$ cat src/rtl/free_list.sv
// Physical-register free list for rename: circular FIFO with a speculative head
// (dispatch), an architectural head (retirement) and a tail (frees from retirement).
module free_list #(
   parameter int PHYS_REG_SZ = 64,
   parameter int PR_W        = $clog2(PHYS_REG_SZ)
) (
   input  logic            clk,
   input  logic            reset,
   input  logic            alloc_req,
   output logic            alloc_valid,
   output logic [PR_W-1:0] alloc_pr,
   input  logic            retire_enable,
   input  logic [PR_W-1:0] retire_old_pr,
   input  logic            restore_enable,
   output logic [PR_W:0]   free_count,
   output logic            overflow_err
);

   localparam int PTR_W = PR_W + 1;

   logic [PR_W-1:0]  pr_buf [PHYS_REG_SZ];
   logic [PTR_W-1:0] head, arch_head, tail;
   logic [PTR_W-1:0] arch_head_next, occupancy;
   logic             full, do_alloc, do_push, push_req;

   // Pointers carry one extra wrap bit so full and empty are distinguishable.
   always_comb begin
      free_count     = tail - head;
      alloc_valid    = (free_count != '0);
      alloc_pr       = pr_buf[head[PR_W-1:0]];
      occupancy      = tail - arch_head;
      full           = (occupancy == PTR_W'(PHYS_REG_SZ));
      arch_head_next = arch_head + (retire_enable ? PTR_W'(1) : PTR_W'(0));
      do_alloc       = alloc_req && alloc_valid && !restore_enable;
      push_req       = retire_enable && (retire_old_pr != '0);
      do_push        = push_req && !full;
   end

   always_ff @(posedge clk) begin
      if (reset) begin
         // PR 0 is the hard-wired initial mapping and never lives on the list.
         for (int i = 0; i < PHYS_REG_SZ; i++)
            pr_buf[i] <= PR_W'(i + 1);
         head         <= '0;
         arch_head    <= '0;
         tail         <= PTR_W'(PHYS_REG_SZ - 1);
         overflow_err <= 1'b0;
      end else begin
         if (do_push) begin
            pr_buf[tail[PR_W-1:0]] <= retire_old_pr;
            tail                   <= tail + PTR_W'(1);
         end
         if (push_req && full)
            overflow_err <= 1'b1;
         arch_head <= arch_head_next;
         if (restore_enable)
            head <= arch_head_next;
         else if (do_alloc)
            head <= head + PTR_W'(1);
      end
   end

endmodule

$ cat config.mk
export PLATFORM = sky130hd
export DESIGN_NAME = free_list
export DESIGN_NICKNAME = d
export VERILOG_FILES = /design/src/rtl/free_list.sv
export SDC_FILE = /design/constraint.sdc
export NUM_CORES = 1
export LEC_CHECK = 0
export ABC_AREA = 1
export BUFFER_PORTS_ARGS = -buffer_cell sky130_fd_sc_hd__buf_2
export CORE_MARGIN = 1
export CORE_UTILIZATION = 40
export CTS_BUF_LIST = sky130_fd_sc_hd__clkbuf_8
export CTS_CLUSTER_DIAMETER = 200
export DETAILED_ROUTE_END_ITERATION = 10
export HOLD_SLACK_MARGIN = 0.03
export SLEW_MARGIN = 0
export SYNTH_ARGS = -nofsm -noshare
export SYNTH_HDL_FRONTEND = slang
export SYNTH_SLANG_ARGS = --single-unit
$ cat constraint.sdc
create_clock -name clk -period 3 [get_ports clk]
set_input_delay 0 -clock clk [delete_from_list [all_inputs] [get_ports clk]]
set_output_delay 0 -clock clk [all_outputs]
set_load 0.005 [all_outputs]
==> results.sh <==
export IMPL_status="finished clean"
export IMPL_cts_sinks=412
export IMPL_fp_coreArea_um2=50270
export IMPL_clkTransAtPathRegs_ps=60
export IMPL_timing_rr_end="pr_buf[45][3]"
export IMPL_final_util_pct=45.18
export IMPL_clk_latency_ps=630
export IMPL_ys_types=37
export IMPL_final_cell_mix="nand2_1, edfxtp_1, nor2_1, o21ai_0, nand3_1"
export IMPL_nets=2221
export IMPL_hold_slack_ps=220.1
export IMPL_path_class="flip-flop to primary output"
export IMPL_worst_pin_slew_ps=1124
export IMPL_cts_root_buf="clkbuf_8"
export IMPL_ff2ff_path_depth=10
export IMPL_slew_viol_final=0
export IMPL_drt_iter0_markers=1668
export IMPL_worstPathArrival_ps=2860
export IMPL_place_area_um2=21280
export IMPL_power_density_nw_per_um2=571.4
export IMPL_final_common_cell="nand2_1"
export IMPL_grt_pass1_wl_um=90450
export IMPL_synth_seq_area_share_pct=59.22
export IMPL_cp_slowest_cell="dfxtp_4"
export IMPL_areaGrowthSynthToFinish_pct=11.23
export IMPL_r2r_slack_ps=200
export IMPL_worstPathRequired_ps=3000
export IMPL_yosysTopAreaCellShare_pct=56.47
export IMPL_start_util_pct=40.62
export IMPL_cpPeakStageDelay_ps=420
export IMPL_startpoint_type="flip-flop"
export IMPL_synth_top_area_cell="edfxtp_1"
export IMPL_die_h_um=227.9
export IMPL_synth_cell_area_um2=20420
export IMPL_dr_total_vias=15940
export IMPL_setup_viol=0
export IMPL_fin_tns_setup_ps=0
export IMPL_netlist_top_cells_area="edfxtp_1, nand2_1, nor2_1"
export IMPL_whs_path_depth=6
export IMPL_max_freq_mhz=349.4
export IMPL_synth_avg_cell_area_um2=9.406
export IMPL_cp_end_kind="primary output"
export IMPL_yosysWarnings=0
export IMPL_die_area_um2=51960
export IMPL_io_buffer_count=25
export IMPL_clock_skew_ps=26.76
export IMPL_pre_cts_slack_ps=109.0
export IMPL_crit_path_frequent_cell="o21ai_0"
export IMPL_syn_inst=2171
export IMPL_viasPerCell=5.461
export IMPL_grt_usage_pct=22.61
export IMPL_io_pins=26
export IMPL_cts_max_path_buffers=3
export IMPL_period_needed_ps=2862
export IMPL_fin_crit_sh_pct=95.41
export IMPL_place_hpwl_um=35760
export IMPL_post_cts_buffers=0
export IMPL_rows=82
export IMPL_r2r_start="arch_head[3]"
export IMPL_crit_end="alloc_pr[5]"
export IMPL_antenna_found_initial=0
export IMPL_die_x_um=227.9
export IMPL_cts_buffers=74
export IMPL_gp_congestion=0.9525
export IMPL_vdd_ir_drop_max_v=0.0002492
export IMPL_crit_path_max_fanout=99
export IMPL_syn_nets=2199
export IMPL_timing_slew_headroom_pct=25.10
export IMPL_grt_max_degree=105
export IMPL_power_leakage_nw=8.133
export IMPL_dr_pass1_iters=5
export IMPL_grt_overflow_total=0
export IMPL_fin_ws_ps=137.6
export IMPL_design_area_um2=22710
export IMPL_drc=0
export IMPL_hold_viol_final=0
export IMPL_routedWlPerCell_um=20.16
export IMPL_cts_tree="done"
export IMPL_hold_path_class="input pin to flip-flop"
export IMPL_drive_gt1_share_pct=14.07
export IMPL_drv_cap=0
export IMPL_drt_wl_total_um=58860
export IMPL_drtAntennaViolNets=0
export IMPL_grt_pass1_vias=15360
export IMPL_ys_seq_elements=412
export IMPL_rsz0062_at_grt="false"
export IMPL_crit_chain="buf_12, o21ai_0, o22ai_1, o21ai_0, o21ai_1, nand3_1, nand2_1, buf_2"
export IMPL_htree_levels=3
layout make-up:
type | count | area, µm²
diodes | 1 | 2.502
clock buffers | 78 | 1074
clock inverters | 51 | 202.7
inverters | 125 | 481.7
well taps | 672 | 840.8
repair buffers | 105 | 895.9
flip-flops and latches | 412 | 12100
multi-input cells | 1475 | 7114
fillers | 4859 | 27560
where the power goes:
group | internal (W) | leakage, nW | switching [W]
logic | 0.000504 | 3.84 | 0.00133
clock network | 0.00238 | 0.765 | 0.00231
registers | 0.00640 | 3.53 | 0.0000626
per-layer routing:
layer	wire length, µm	GRT usage (%)
met2	26910	35.56
met4	1370	6.984
met1	25800	31.50
met5	0	0
met3	4782	4.425
cells by family after synthesis:
group,count (synthesis),share of synthesized area (%)
and+or+nand+nor,1115,24.41
buffers and inverters,284,6.115
xor gates and xnor gates,14,0.6005
AOI/OAI and AO/OA,329,8.578
adders and majority gates,17,1.078
DFF,412,59.22
cell usage after synthesis, drive strengths merged:
cell / count
xor2: 11
o211ai: 1
nand2: 516
o22ai: 79
a21oi: 35
nor2: 375
nand3: 130
o21a: 1
nand4: 12
nor3: 81
edfxtp: 384
buf: 68
inv: 123
clkbuf: 91
or2: 1
clkinv: 2
dfxtp: 28
ha: 16
fa: 1
a31oi: 1
xnor2: 3
o21ai: 212
registers in the layout (all words and copies together) (netlist names), named ones only:
register / count
tail: 7
head: 7
overflow_err: 1
arch_head: 7
pr_buf: 384
repair_timing:
action / CTS / global route
hold buffers: 8 / 0
setup endpoints to repair: 0 / 158
resized for setup: 0 / 18
endpoints found under the hold margin: 194 / 0
worst max-delay path, delay by kind of cell, from the launching register on:
| family | cells | cell delay, ps |
|---|---|---|
| AOI/OAI and AO/OA | 4 | 920 |
| buffers and inverters | 2 | 460 |
| DFF | 1 | 420 |
| and+or+nand+nor | 2 | 370 |
metrics by stage:
step,power [W],cells
2_1_floorplan,0.007719,2171
3_3_place_gp,0.008344,2780
3_5_place_dp,0.008358,2780
4_1_cts,0.01301,2917
5_1_grt,0.01349,2918
6_report,0.01298,2919
how the worst min path moves through the flow:
stage	from	endpoint	slack (ps)
finish	retire_old_pr[4]	overflow_err	220
global route	retire_old_pr[4]	overflow_err	200
CTS	retire_old_pr[4]	overflow_err	150
detailed placement	reset	arch_head[5]	360
global placement	reset	arch_head[0]	360
floorplan	retire_enable	arch_head[0]	250
Power figures use the tool's default switching activity.
